--- src/rtl/scaler_phase_gen.sv ---
// -----------------------------------------------------------------------------
// scaler_phase_gen
//
// Purpose:
//   Generates, for one video line, the source-pixel pair and interpolation
//   phase for every output pixel of a 1-D scaler (shrink or expand). Output j
//   is placed at source position pos = ((2j+1)*S - M) / (2M), which aligns
//   pixel centres. The integer part is found by repeated subtraction of 2M
//   and the fractional part by a short restoring division, so no hardware
//   divider is needed.
//
// Ports:
//   clk        : single clock, rising edge
//   reset      : synchronous, active-high; aborts any line in progress
//   start      : one-cycle pulse that begins a line (ignored unless idle)
//   cfg_s_nbr  : source pixel count S, sampled on an accepted start
//   cfg_m_nbr  : output pixel count M, sampled on an accepted start
//   busy       : high while a line is in progress
//   done       : one-cycle pulse after the last output is accepted
//   cfg_err    : one-cycle pulse when a start is rejected (S=0 or M=0)
//   m_valid    : output pair/phase is valid (registered)
//   m_ready    : downstream accepts the current output
//   m_i0/m_i1  : left/right source indices
//   m_phase    : weight of m_i1 in units of 2^-C_PHASE_BITS
//   m_idx      : output index j
//   m_first    : j == 0
//   m_last     : j == M-1
// -----------------------------------------------------------------------------
module scaler_phase_gen #(
  parameter int C_S_WIDTH    = 12,
  parameter int C_M_WIDTH    = 12,
  parameter int C_PHASE_BITS = 4
) (
  input  logic                    clk,
  input  logic                    reset,
  input  logic                    start,
  input  logic [C_S_WIDTH-1:0]    cfg_s_nbr,
  input  logic [C_M_WIDTH-1:0]    cfg_m_nbr,
  output logic                    busy,
  output logic                    done,
  output logic                    cfg_err,
  output logic                    m_valid,
  input  logic                    m_ready,
  output logic [C_S_WIDTH-1:0]    m_i0,
  output logic [C_S_WIDTH-1:0]    m_i1,
  output logic [C_PHASE_BITS-1:0] m_phase,
  output logic [C_M_WIDTH-1:0]    m_idx,
  output logic                    m_first,
  output logic                    m_last
);

  // Remainder width: r can reach just under 2M + 2S after the advance step.
  localparam int RW = ((C_S_WIDTH > C_M_WIDTH) ? C_S_WIDTH : C_M_WIDTH) + 3;
  // Signed integer-part width: must hold -1 .. S.
  localparam int KW = C_S_WIDTH + 2;
  // Division step counter, enough for up to 8 phase bits.
  localparam int CW = 4;

  typedef enum logic [1:0] {
    IDLE = 2'd0,
    NORM = 2'd1,
    DIV  = 2'd2,
    OUT  = 2'd3
  } state_t;

  state_t                   state_reg;
  logic [C_S_WIDTH-1:0]     s_reg;
  logic [C_M_WIDTH-1:0]     m_reg;
  logic [RW-1:0]            r_reg;
  logic signed [KW-1:0]     k_reg;
  logic [C_M_WIDTH-1:0]     j_reg;
  logic [RW-1:0]            d_reg;
  logic [C_PHASE_BITS-1:0]  q_reg;
  logic [CW-1:0]            cnt_reg;

  logic                     busy_reg;
  logic                     done_reg;
  logic                     cfg_err_reg;
  logic                     m_valid_reg;
  logic [C_S_WIDTH-1:0]     m_i0_reg;
  logic [C_S_WIDTH-1:0]     m_i1_reg;
  logic [C_PHASE_BITS-1:0]  m_phase_reg;
  logic [C_M_WIDTH-1:0]     m_idx_reg;
  logic                     m_first_reg;
  logic                     m_last_reg;

  // ---------------------------------------------------------------------------
  // Datapath helpers
  // ---------------------------------------------------------------------------
  logic [RW-1:0]            two_m;
  logic [RW-1:0]            two_s;
  logic [RW-1:0]            r_init;
  logic                     r_ge;
  logic [RW-1:0]            d_dbl;
  logic                     d_ge;
  logic [C_S_WIDTH-1:0]     s_minus1;
  logic [C_M_WIDTH-1:0]     m_minus1;
  logic signed [KW-1:0]     s_last;
  logic                     k_neg;
  logic                     k_at_end;
  logic [C_S_WIDTH-1:0]     k_idx;
  logic [C_S_WIDTH-1:0]     k_idx_p1;
  logic [C_S_WIDTH-1:0]     clamp_idx;
  logic                     j_last;
  logic                     div_last;
  logic [C_PHASE_BITS-1:0]  q_next;

  assign two_m    = {{(RW-C_M_WIDTH-1){1'b0}}, m_reg, 1'b0};
  assign two_s    = {{(RW-C_S_WIDTH-1){1'b0}}, s_reg, 1'b0};
  // r starts at S+M = numerator of output 0 plus one 2M, paired with k = -1.
  assign r_init   = {{(RW-C_S_WIDTH){1'b0}}, cfg_s_nbr}
                  + {{(RW-C_M_WIDTH){1'b0}}, cfg_m_nbr};
  assign r_ge     = (r_reg >= two_m);

  // d < 2M always holds, so doubling never overflows RW bits.
  assign d_dbl    = d_reg << 1;
  assign d_ge     = (d_dbl >= two_m);

  assign s_minus1 = s_reg - C_S_WIDTH'(1);
  assign m_minus1 = m_reg - C_M_WIDTH'(1);
  assign s_last   = $signed({2'b00, s_minus1});
  assign k_neg    = k_reg[KW-1];
  assign k_at_end = (k_reg >= s_last);
  assign k_idx    = k_reg[C_S_WIDTH-1:0];
  assign k_idx_p1 = k_idx + C_S_WIDTH'(1);
  // Outside the source the output degenerates to a single edge pixel.
  assign clamp_idx = k_neg ? '0 : s_minus1;

  assign j_last   = (j_reg == m_minus1);
  assign div_last = (cnt_reg == CW'(C_PHASE_BITS - 1));

  // Quotient bits are produced MSB first; step n writes bit P-1-n.
  generate
    for (genvar gi = 0; gi < C_PHASE_BITS; gi++) begin : g_qbit
      assign q_next[gi] = (cnt_reg == CW'(C_PHASE_BITS - 1 - gi)) ? d_ge : q_reg[gi];
    end
  endgenerate

  // ---------------------------------------------------------------------------
  // Control FSM and registered outputs
  // ---------------------------------------------------------------------------
  always_ff @(posedge clk) begin
    if (reset) begin
      state_reg   <= IDLE;
      s_reg       <= '0;
      m_reg       <= '0;
      r_reg       <= '0;
      k_reg       <= '0;
      j_reg       <= '0;
      d_reg       <= '0;
      q_reg       <= '0;
      cnt_reg     <= '0;
      busy_reg    <= 1'b0;
      done_reg    <= 1'b0;
      cfg_err_reg <= 1'b0;
      m_valid_reg <= 1'b0;
      m_i0_reg    <= '0;
      m_i1_reg    <= '0;
      m_phase_reg <= '0;
      m_idx_reg   <= '0;
      m_first_reg <= 1'b0;
      m_last_reg  <= 1'b0;
    end else begin
      done_reg    <= 1'b0;
      cfg_err_reg <= 1'b0;

      case (state_reg)
        IDLE: begin
          if (start) begin
            if ((cfg_s_nbr != '0) && (cfg_m_nbr != '0)) begin
              s_reg     <= cfg_s_nbr;
              m_reg     <= cfg_m_nbr;
              r_reg     <= r_init;
              k_reg     <= '1;          // -1
              j_reg     <= '0;
              busy_reg  <= 1'b1;
              state_reg <= NORM;
            end else begin
              cfg_err_reg <= 1'b1;
            end
          end
        end

        NORM: begin
          if (r_ge) begin
            // One 2M subtraction per cycle advances the integer position.
            r_reg <= r_reg - two_m;
            k_reg <= k_reg + KW'(1);
          end else if (k_neg || k_at_end) begin
            m_i0_reg    <= clamp_idx;
            m_i1_reg    <= clamp_idx;
            m_phase_reg <= '0;
            m_valid_reg <= 1'b1;
            m_idx_reg   <= j_reg;
            m_first_reg <= (j_reg == '0);
            m_last_reg  <= j_last;
            state_reg   <= OUT;
          end else begin
            m_i0_reg  <= k_idx;
            m_i1_reg  <= k_idx_p1;
            d_reg     <= r_reg;
            q_reg     <= '0;
            cnt_reg   <= '0;
            state_reg <= DIV;
          end
        end

        DIV: begin
          // Restoring division of r by 2M, one quotient bit per cycle.
          d_reg   <= d_ge ? (d_dbl - two_m) : d_dbl;
          q_reg   <= q_next;
          cnt_reg <= cnt_reg + CW'(1);
          if (div_last) begin
            m_phase_reg <= q_next;
            m_valid_reg <= 1'b1;
            m_idx_reg   <= j_reg;
            m_first_reg <= (j_reg == '0);
            m_last_reg  <= j_last;
            state_reg   <= OUT;
          end
        end

        OUT: begin
          if (m_ready) begin
            m_valid_reg <= 1'b0;
            if (j_last) begin
              busy_reg  <= 1'b0;
              done_reg  <= 1'b1;
              state_reg <= IDLE;
            end else begin
              // Next numerator is larger by 2S; r keeps the old remainder.
              j_reg     <= j_reg + C_M_WIDTH'(1);
              r_reg     <= r_reg + two_s;
              state_reg <= NORM;
            end
          end
        end

        default: begin
          state_reg <= IDLE;
        end
      endcase
    end
  end

  assign busy    = busy_reg;
  assign done    = done_reg;
  assign cfg_err = cfg_err_reg;
  assign m_valid = m_valid_reg;
  assign m_i0    = m_i0_reg;
  assign m_i1    = m_i1_reg;
  assign m_phase = m_phase_reg;
  assign m_idx   = m_idx_reg;
  assign m_first = m_first_reg;
  assign m_last  = m_last_reg;

endmodule

--- config.mk ---
export PLATFORM = sky130hd
export DESIGN_NAME = scaler_phase_gen
export DESIGN_NICKNAME = d
export VERILOG_FILES = /design/src/rtl/scaler_phase_gen.sv
export SDC_FILE = /design/constraint.sdc
export NUM_CORES = 1
export LEC_CHECK = 0
export BUFFER_PORTS_ARGS = -buffer_cell sky130_fd_sc_hd__buf_2
export CAP_MARGIN = 20
export CORE_MARGIN = 4
export CORE_UTILIZATION = 55
export DETAILED_ROUTE_END_ITERATION = 8
export PLACE_DENSITY = 0.77
export SYNTH_ARGS = -nofsm -noshare
export SYNTH_HDL_FRONTEND = slang
export SYNTH_SLANG_ARGS = --single-unit
--- constraint.sdc ---
create_clock -name clk -period 5 [get_ports clk]
set_clock_uncertainty 0.1 [all_clocks]
set_input_delay 0.5 -clock clk [delete_from_list [all_inputs] [get_ports clk]]
set_output_delay 0.5 -clock clk [all_outputs]
set_load 0.01 [all_outputs]
======== Word level (Yosys, flattened, before mapping) ========
Cells that the tools add are included.
Widths: inputs -> output; s select.
operators by class
  magnitude comparators ................... 3
  add/sub/neg operators ................... 10
  reductions and logical operators ........ 24
  multiplexer cells ....................... 66
  eq/ne operators ......................... 17
  bitwise operators ....................... 5
operators by type and width
  kind                   count
  $mux 12                10
  $mux 14                6
  $mux 15                5
  $pmux 14 s2            2
  $pmux 12 s2            2
  $pmux 15 s3            1
  $ge 15x13->1           2
  $add 12x1->12 const B  2
  $pmux 4 s2             3
  $reduce_bool 12->1     2
  $sub 12x1->12 const B  2
  $mux 1                 22
  $mux 4                 5
  $ne 2x2->1 const B     10
  $reduce_and 5->1       4
  $add 15x13->15         1
  $sub 15x13->15         1
  $add 14x2->14 const B  1
  $ge 14x13->1           1
  $sub 14x13->14         1
  $add 12x12->13         1
  $eq 12x12->1           1
  $logic_not 12->1       1
  $mux 2                 5
  other kinds (20)       34
storage, ports and cells
  logic and storage cells ................. 144
  register bits ........................... 135

======== Longest topological paths before layout ========
Gate-level depths: netlist of run 1.
  depth in word-level cells ............... 6
  gate-level depth with buffers ........... 16
  gate-level depth less buffers ........... 15

======== Worst setup path after synthesis of run 1 ========
No wires, ideal clock.
  path type ............................... reg-to-reg
  from .................................... register s_reg[0]
  to ...................................... register d_reg[0]
  path buffers ............................ 1
  period minus slack after synthesis ...... 3.535 ns
  stages on the path, launching flop included .. 17
  setup time .............................. 0.128 ns
  setup slack ............................. 1.465 ns
  arrival time ............................ 3.308 ns
  path through ............................ dfxtp_1 inv_1 ha_1 nand2_1 or4_1 nor4_1 xnor2_1 ha_1 nor4bb_1 o21ai_1 o21ai_0 a21oi_2 a41oi_2 clkbuf_1 nor3b_1 a21oi_1 nor2_1
between the ends
  cells in the longest elaborated chain, start to end .. 5
RTL lines
  what                               line  RTL
  start, declared                    67    logic [C_S_WIDTH-1:0] s_reg;
  start signal, assigned             171   s_reg <= cfg_s_nbr;
  $sub 12x1->12                      119   assign s_minus1 = s_reg - C_S_WIDTH'(1);
  $ge 14x13->1                       123   assign k_at_end = (k_reg >= s_last);
  $logic_or 1x1->1                   189   end else if (k_neg || k_at_end) begin
  $ne 2x2->1 (no source line)        n/a
  $reduce_and 3->1 (no source line)  n/a
  end signal, assigned               201   d_reg <= r_reg;
  end signal, assigned               210   d_reg <= d_ge ? (d_dbl - two_m) : d_dbl;
  end, declared                      72    logic [RW-1:0] d_reg;
Every way passes these cells.
A chain may end at the register's enable or synchronous reset.

======== Worst setup path after layout of run 1 ========
  from .................................... register s_reg[0]
  to ...................................... register d_reg[8]
The elaborated chain is that of the path after synthesis.

==> results.md, run 1 <==
Worst setup path:
- For flop-to-flop paths, the worst setup slack is 940 ps.
- The worst setup path is of the reg2reg kind.
- The highest-delay cell along the critical path is sky130_fd_sc_hd__a41oi_2.
- The startpoint of the worst setup timing path is s_reg[0]$_SDFFE_PP0P_.
- The endpoint identified for the worst register-to-register timing path is d_reg[8]$_SDFFE_PP0P_.
- The critical path buffer and inverter count is 2.
- The maximum fanout count along the critical path is 12.
- Walking the worst path, the cells encountered are inv_1 -> ha_1 -> nand2_1 -> or4_1 -> nor4_1 -> xnor2_1 -> ha_1 -> nor4bb_1 -> o21ai_1 -> o21ai_0 -> a21oi_2 -> a41oi_2 -> buf_4 -> a2111oi_0 -> a31o_1.
- The cell repeated most along the worst path is sky130_fd_sc_hd__ha_1.
- The number of stages on the worst setup path is 15.
- In this run the critical register-to-register path is launched from s_reg[0]$_SDFFE_PP0P_.
- In this design, the stage delay of the slowest critical-path cell is 510 ps.
- The capturing element type of the critical path is a register.
- The kind of launch point of the worst setup path is a register.
- The number of cells on the worst reg-to-reg path is 15.
- STA puts the critical path data arrival time at 4280 ps.
- The family of cells with the greatest summed delay on the critical path is compound AO/OA/AOI/OAI gates.
- The data required time at the worst endpoint is 5220 ps.

Floorplan:
- The floorplan has 47 rows.
- The I/O pin total is 74.
- The initial cell density of the core is 0.566.
- The die area is 19400 µm².
- The area of the core is 16800 µm².
- The die is 139 µm wide.
- The die boundary height is 139 µm.

Timing:
- Setup repair after global routing left no endpoint under its margin.
- The final hold violation count is 0.
- Once routing completed, OpenROAD measured the worst setup slack at 938 ps.
- The maximum frequency from static timing analysis is 0.246 GHz.
- The number of pins with negative max-slew slack in the final report is 0.
- Setup violations remaining at the end of the flow were counted as 0.
- The worst slew margin relative to its limit is 0.387.
- The worst path in the final design needs a cycle of 4060 ps, including I/O delays and setup.
- The final cycle utilization of the critical path is 0.812.
- Summed over all failing endpoints, the final setup total negative slack is 0 ps.
- For the pin with the worst max-slew slack, the measured transition is 919 ps.

Cells and area:
- The number of antenna diodes in the final layout is 0.
- The top cell types in the final layout, fill and taps aside, are sky130_fd_sc_hd__nor2_1, sky130_fd_sc_hd__dfxtp_1, sky130_fd_sc_hd__nand2_1.
- Of the cells placed in the final design, the portion with a size suffix greater than 1 is 0.124.
- The library cell used most frequently in the layout, excluding fill and tap cells, is sky130_fd_sc_hd__nor2_1.
- The finished cells cover 10600 µm².
- The area overhead of the layout relative to synthesis is 11.4%.
- The register with the most flip-flops in the layout has 15 of them.
- The final-stage net count is 1338.

Detailed routing:
- The overall routed net length is 26900 µm.
- The detailed-route vias per instance is 6.06.
- Across all layers, the routed design uses 8874 vias.
- The post-detailed-route DRC marker count is 0.
- In this run, the number of DRC markers left after iteration 0 of detailed routing was 842.
- The remaining antenna violation count is 0.
- In the final routed layout, each cell accounts on average for 18.3 µm.
- The iteration count of the initial detailed-routing pass is 5.

Clocking:
- The maximum clock path buffer count is 2.
- The number of buffers inserted during clock tree synthesis is 17.
- Buffers inserted to repair hold after CTS numbered 0.
- The clock transition at the register clock pins on the worst setup and hold paths after CTS is 60 ps.
- The H-tree was split into 4 levels.
- For this design, the sink count on the clock tree is 135.
- For the worst-skew pair, the clock arrives at the later sink with an insertion delay of 430 ps.
- Buffers added to address setup during post-CTS repair amount to 0.
- Post-CTS repair changed the size of 0 cells.
- The CTS tree is built.
- The tree is rooted in a sky130_fd_sc_hd__clkbuf_16.

Logic synthesis:
- Of the total synthesized cell area, the portion taken by full adders, half adders and majority gates is 0.106.
- The synthesized-area fraction occupied by ao, oa, aoi and oai cells is 0.212.
- sky130_fd_sc_hd__dfxtp_1 takes more of the synthesized area than any other cell.
- Sorting the synthesized cells by area gives the leading types as sky130_fd_sc_hd__dfxtp_1, sky130_fd_sc_hd__ha_1, sky130_fd_sc_hd__nor2_1.
- Of the post-synthesis cell area, the part taken by muxes is 0.0528.
- The post-synthesis net count is 1288.
- The largest family of logic cells by synthesized area is simple AND/OR/NAND/NOR gates.
- The number of distinct library cells after synthesis is 84.
- The proportion of netlist area held by the largest area contributor is 0.285.
- The share of synthesized area occupied by flip-flops and latches is 0.285.
- The total of warnings raised by yosys is 0.
- The leading register cell type out of synthesis is sky130_fd_sc_hd__dfxtp_1.
- In this run the cell area of the synthesized design comes to 9480 µm².
- Of all flip-flops after synthesis, the portion carrying an async set or reset was 0.
- After synthesis, the mean cell area works out to 8.02 µm².
- The synthesis-stage register bit count is 135.
- The xor-xnor portion of the synthesized cell area is 0.0720.
- The simple-gate share of the synthesized area is 0.225.
- In the synthesized netlist, the number of instances is 1182.
- The number of synthesized flops with an enable pin is 0.

Worst hold path:
- The startpoint identified for the worst hold timing path is start.
- The tightest min-delay check is of the in2reg type.
- The worst hold path terminates at cfg_err$_SDFF_PP0_.
- Counting instances, the worst hold path has a depth of 3.

Status:
- The run finished with clean final reports.

Placement:
- The worst slack after detailed placement is 963 ps.
- After legalization and detailed placement, the total HPWL measured 19900 µm.
- At the end of routability-driven placement, the weighted congestion stood at 0.968.
- After detailed placement, the total cell area comes to 9960 µm².
- Port buffering added 73 buffers.

Power and ir drop:
- VDD sags by at most 0.000420 V.
- Summed over all cells, the static leakage comes to 4.65 nW.
- For this design the ratio of total power to cell area is 714 nW/µm².

Global route:
- The first global-routing pass estimated 43900 µm of wire.
- The number of antenna violations at the first check in global routing was 0.
- The total congestion overflow after global routing is 0.
- The via count of the first global-routing pass is 8383.
- The maximum number of pins on one net before global-route repair is 84.
- For this run, the total global-route usage over all layers was measured as 0.274.

Flow run:
- Max-cap violations in this run came to 0.
-- cell type report --
type | instances | area, µm²
Multi-Input combinational cell | 945 | 6340
Inverter | 45 | 169
Clock inverter | 12 | 140
Fill cell | 1517 | 6200
Tap cell | 220 | 275
Timing Repair Buffer | 88 | 488
Clock buffer | 20 | 447
Sequential cell | 135 | 2700
-- worst max-delay path by stage --
stage                                          to  slack, ps
final                       d_reg[8]$_SDFFE_PP0P_        940
after global routing        d_reg[8]$_SDFFE_PP0P_        590
after CTS                   d_reg[8]$_SDFFE_PP0P_        950
after detailed placement    d_reg[8]$_SDFFE_PP0P_        960
after global placement    cnt_reg[3]$_SDFFE_PP0P_       1110
after floorplan             d_reg[0]$_SDFFE_PP0P_       1460
-- metrics by stage --
| step | util | power [mW] | cells | hold slack [ps] |
|---|---|---|---|---|
| final | 0.630 | 7.54 | 1465 | 243 |
| after global routing | 0.630 | 8.08 | 1465 | 245 |
| after CTS | 0.629 | 7.44 | 1464 | 230 |
| after detailed placement | 0.594 | 6.13 | 1432 | 340 |
| after global placement | 0.594 | 6.06 | 1432 | 333 |
| after floorplan | - | 5.08 | 1182 | 327 |
-- cells in the mapped netlist, drive strengths merged (10+ instances only) --
master / instances
buf: 20
a311oi: 14
xor2: 35
o21ai: 31
nor4: 15
a211o: 12
nor2: 180
a221oi: 11
ha: 74
a21o: 16
nor3: 34
and3: 17
a21oi: 81
clkbuf: 37
dfxtp: 135
a211oi: 44
nand2: 113
nand2b: 16
nand3: 29
inv: 45
mux2i: 50
nand4: 10
xnor2: 43
-- power by group --
| part | switching [mW] | internal, mW | total (mW) | leakage [nW] |
|---|---|---|---|---|
| Sequential | 0.362 | 1.36 | 1.72 | 1.10 |
| Clock | 0.516 | 0.754 | 1.27 | 0.278 |
| Combinational | 2.71 | 1.84 | 4.55 | 3.27 |
| Total | 3.58 | 3.96 | 7.54 | 4.65 |
-- cell families after synthesis --
| kind of cell | count (synthesis) |
|---|---|
| fa+ha+maj | 78 |
| buf+inv | 102 |
| xor+xnor | 78 |
| simple gates | 457 |
| compound gates | 282 |
| mux | 50 |
| flops | 135 |
-- routing by layer --
metal  global-route usage  vias up  part of all wire  wire, µm
met1                0.382     4110              0.45     12100
met5                    0        -                 0         0
met3               0.0511       63             0.072      1940
met2                0.430      345              0.45     12100
met4               0.0881        0             0.028       750
li1                     -     4356                 -         -
-- worst register-to-register path: cells and delay by family, from the launching register on --
kind	cells	cell delay, ps
buf+inv	2	420
fa+ha+maj	2	520
flops	1	350
compound gates	6	1300
simple gates	4	1140
xor+xnor	1	140
No activity file was read; power rests on OpenSTA's default activity.
==> run 2, diff against run 1 <==
Settings changed: PLACE_DENSITY 0.77 to 0.8.
Clock period 5 ns to 3.7 ns, I/O delays scaled along.
==> run 2 against run 1 <==
  * Global-route usage is 0.78 points lower
  * Worst setup slack worse by 900 ps
  * First-iteration DRC count is 7.5% lower
  * Sequential power is 35% higher
  * Power is 43% higher
==> results.md, run 2 (synthesized netlist as in run 1, its figures left out) <==
Cells and area:
- The sequential standard cell area came to 2700 µm² (about the same).
- The most common cell after layout, fill and taps aside is sky130_fd_sc_hd__nor2_1.
- The number of antenna diodes is 0 (unchanged).
- The final design instance area without fill was 11000 µm² (+3.9%).
- The final design utilization is 0.654 (+0.0244).
- The flip-flop count of the largest register after layout is 15 (unchanged).
- Leaving out fill and tap cells, the most frequent cells in the layout are sky130_fd_sc_hd__nor2_1, sky130_fd_sc_hd__dfxtp_1, sky130_fd_sc_hd__nand2_1.
- The final cell count without fillers is 1491 (+1.8%).
- The area used by multi-input combinational logic was 6450 µm² (+1.8%).
- The final-stage net count is 1365 (+2.0%).
- The layout filler cell count is 1385 (-8.7%).
- The fraction of layout instances using a drive strength above 1 is 0.153 (+0.0297).
- The area overhead of the layout relative to synthesis is 15.7%.

Detailed routing:
- The remaining antenna violation count came to 0 (unchanged).
- The detailed-route vias per instance is 6.18 (+2.0%).
- The overall routed net length is 27500 µm (+2.3%).
- The post-detailed-route DRC marker count is 0 (unchanged).
- The via count of the routed design was 9212 (+3.8%).
- The post-detailed-route wirelength per cell is 18.4 µm (+0.49%).
- The iteration count of the initial detailed-routing pass is 6 (+1).
- The count of routing violations after the opening detailed-route iteration is 779 (-7.5%).

Worst setup path:
- The critical path's largest stage delay is 440 ps (-70 ps).
- The critical path goes through inv_2 -> ha_4 -> nand2_2 -> or4_4 -> nor4_4 -> xnor2_2 -> ha_1 -> nor4bb_4 -> o21ai_1 -> o21ai_1 -> a21oi_2 -> buf_4 -> nor4_4 -> o21ai_4 -> clkbuf_16 -> mux2i_1 -> nor2_1.
- The maximum fanout count along the critical path was 7 (-5).
- The largest individual stage delay along the critical path comes from the cell sky130_fd_sc_hd__or4_4.
- The capturing element type of the critical path is a register.
- The data required time at the worst endpoint is 3890 ps (-1330 ps).
- The endpoint arrival time on the critical path is 3860 ps (-420 ps).
- The family of cells with the greatest summed delay on the critical path is simple AND/OR/NAND/NOR gates.
- The kind of critical path is reg2reg.
- STA classifies the critical path startpoint as a register.
- The critical path buffer and inverter count is 3 (+1).

Placement:
- The cell area reported after detailed placement is 10100 µm² (+1.7%).
- The placed cell count is 1451 (+1.3%).
- The worst slack after detailed placement is -58.1 ps (-1020 ps).
- The total of buffers placed on input and output ports is 73 (unchanged).
- The final RePlAce weighted congestion came to 0.995 (+2.8%).
- The estimated wirelength of the detail-placed design was 19900 µm (+0.22%).

Clocking:
- The root buffer cell is sky130_fd_sc_hd__clkbuf_16.
- The number of buffers inserted during clock tree synthesis was 17 (unchanged).
- The CTS tree is built.
- The latest clock arrival within the worst-skew pair is 430 ps (about the same).
- The clock net sink count is 135 (unchanged).
- The maximum clock path buffer count came to 2 (unchanged).
- The maximum level of the CTS H-tree is 4 (unchanged).
- The cts-stage hold buffer count is 0 (unchanged).
- The clock transition at the register clock pins on the worst setup and hold paths after CTS is 60 ps (about the same).

Global route:
- The via count of the first global-routing pass is 8260 (-1.5%).
- The global-route wire length before repair is 42600 µm (-3.0%).
- The total routing resource utilization after global routing was 0.266 (-0.00781).
- The number of antenna violations at the first check in global routing was 0 (unchanged).
- The maximum number of pins on one net before global-route repair is 56 (-33%).
- The total congestion overflow after global routing was 0 (unchanged).

Floorplan:
- The I/O pin total came to 74 (unchanged).
- The die area is 19400 µm² (unchanged).
- The initial cell density of the core is 0.566 (unchanged).
- The die boundary height is 139 µm (unchanged).
- The area of the core is 16800 µm² (unchanged).
- The die width was 139 µm (unchanged).
- The placement row count is 47 (unchanged).

Timing:
- The setup slack of the critical path after layout is 39.0 ps (-899 ps).
- The final cycle utilization of the critical path was 0.989 (+0.177).
- The worst slew margin relative to its limit was 0.506 (+0.119).
- The number of setup violations in the final report is 0 (unchanged).
- The slew at the pin closest to its max-slew limit is 734 ps (-185 ps).
- Setup repair after global routing could not meet its margin everywhere.
- The final hold violation count was 0 (unchanged).
- The maximum frequency from static timing analysis is 0.273 GHz (+11%).
- The post-layout minimum cycle time was 3660 ps (-401 ps).
- The summed negative setup slack over all endpoints is 0 ps (unchanged).
- The number of pins with negative max-slew slack in the final report is 0 (unchanged).

Power and ir drop:
- The power density over the cells is 981 nW/µm² (+37%).
- The maximum vdd ir drop was 0.000559 V (+33%).
- The leakage power figure is 4.86 nW (+4.3%).

Status:
- The flow ran to the end, and the final reports show no timing, DRC or antenna violations.

Flow run:
- The count of maximum capacitance violations was 0 (unchanged).

Worst hold path:
- In this run the worst hold path is classified as in2reg.
## run 2: final cells by class
class                           count  share of cell area
Sequential cell                   135               0.246
Tap cell                          220              0.0251
Timing Repair Buffer              115              0.0681
Clock inverter                     14              0.0180
Inverter                           45              0.0154
Clock buffer                       17              0.0388
Multi-Input combinational cell    945               0.588
## run 2: worst register-to-register path: cells and delay by family (launching register included)
family,cells,cell delay [ps]
DFF,1,330
adders and majority gates,2,470
and+or+nand+nor,6,1030
AOI/OAI and AO/OA,4,800
muxes,1,180
xor gates and xnor gates,1,120
buffers and inverters,3,490
## run 2: path summary, 6_finish.rpt
path / startpoint / end / slack (ps) / depth (start not counted)
worst max-delay path: s_reg[0]$_SDFFE_PP0P_ / m_idx[10]$_SDFFE_PP0P_ / 40 / 17
worst min-delay path: cfg_s_nbr[8] / s_reg[8]$_SDFFE_PP0P_ / 130 / 3
worst max register to register: s_reg[0]$_SDFFE_PP0P_ / m_idx[10]$_SDFFE_PP0P_ / 40 / 17
worst min register to register: q_reg[3]$_SDFFE_PP0P_ / q_reg[3]$_SDFFE_PP0P_ / 350 / 2
## run 2: power by group
part           switching, mW  internal, mW
combinational           3.82          2.80
sequential             0.478          1.84
clock                  0.692          1.13
total                   4.99          5.77
## run 2: repair_timing
action                     4_1_cts  5_1_grt
setup endpoints to repair       22       45
setup buffers                    0        7
pin swaps                        0        8
gates cloned                     0        2
gates resized for setup          2       20
## run 2: metrics by stage
stage,hold WS [ps],total power [mW]
final,126,10.8
after global routing,139,11.5
after CTS,121,10.3
after detailed placement,338,8.40
after global placement,334,8.29
after floorplan,327,6.86
## run 2: routing by layer
metal  GRT usage  vias to the layer above  routed length [µm]
met1       0.363                     4314               11800
met3      0.0508                       75                2290
met4      0.0989                        0                 863
met5           0                        -                   0
met2       0.420                      417               12500
li1            -                     4406                   -
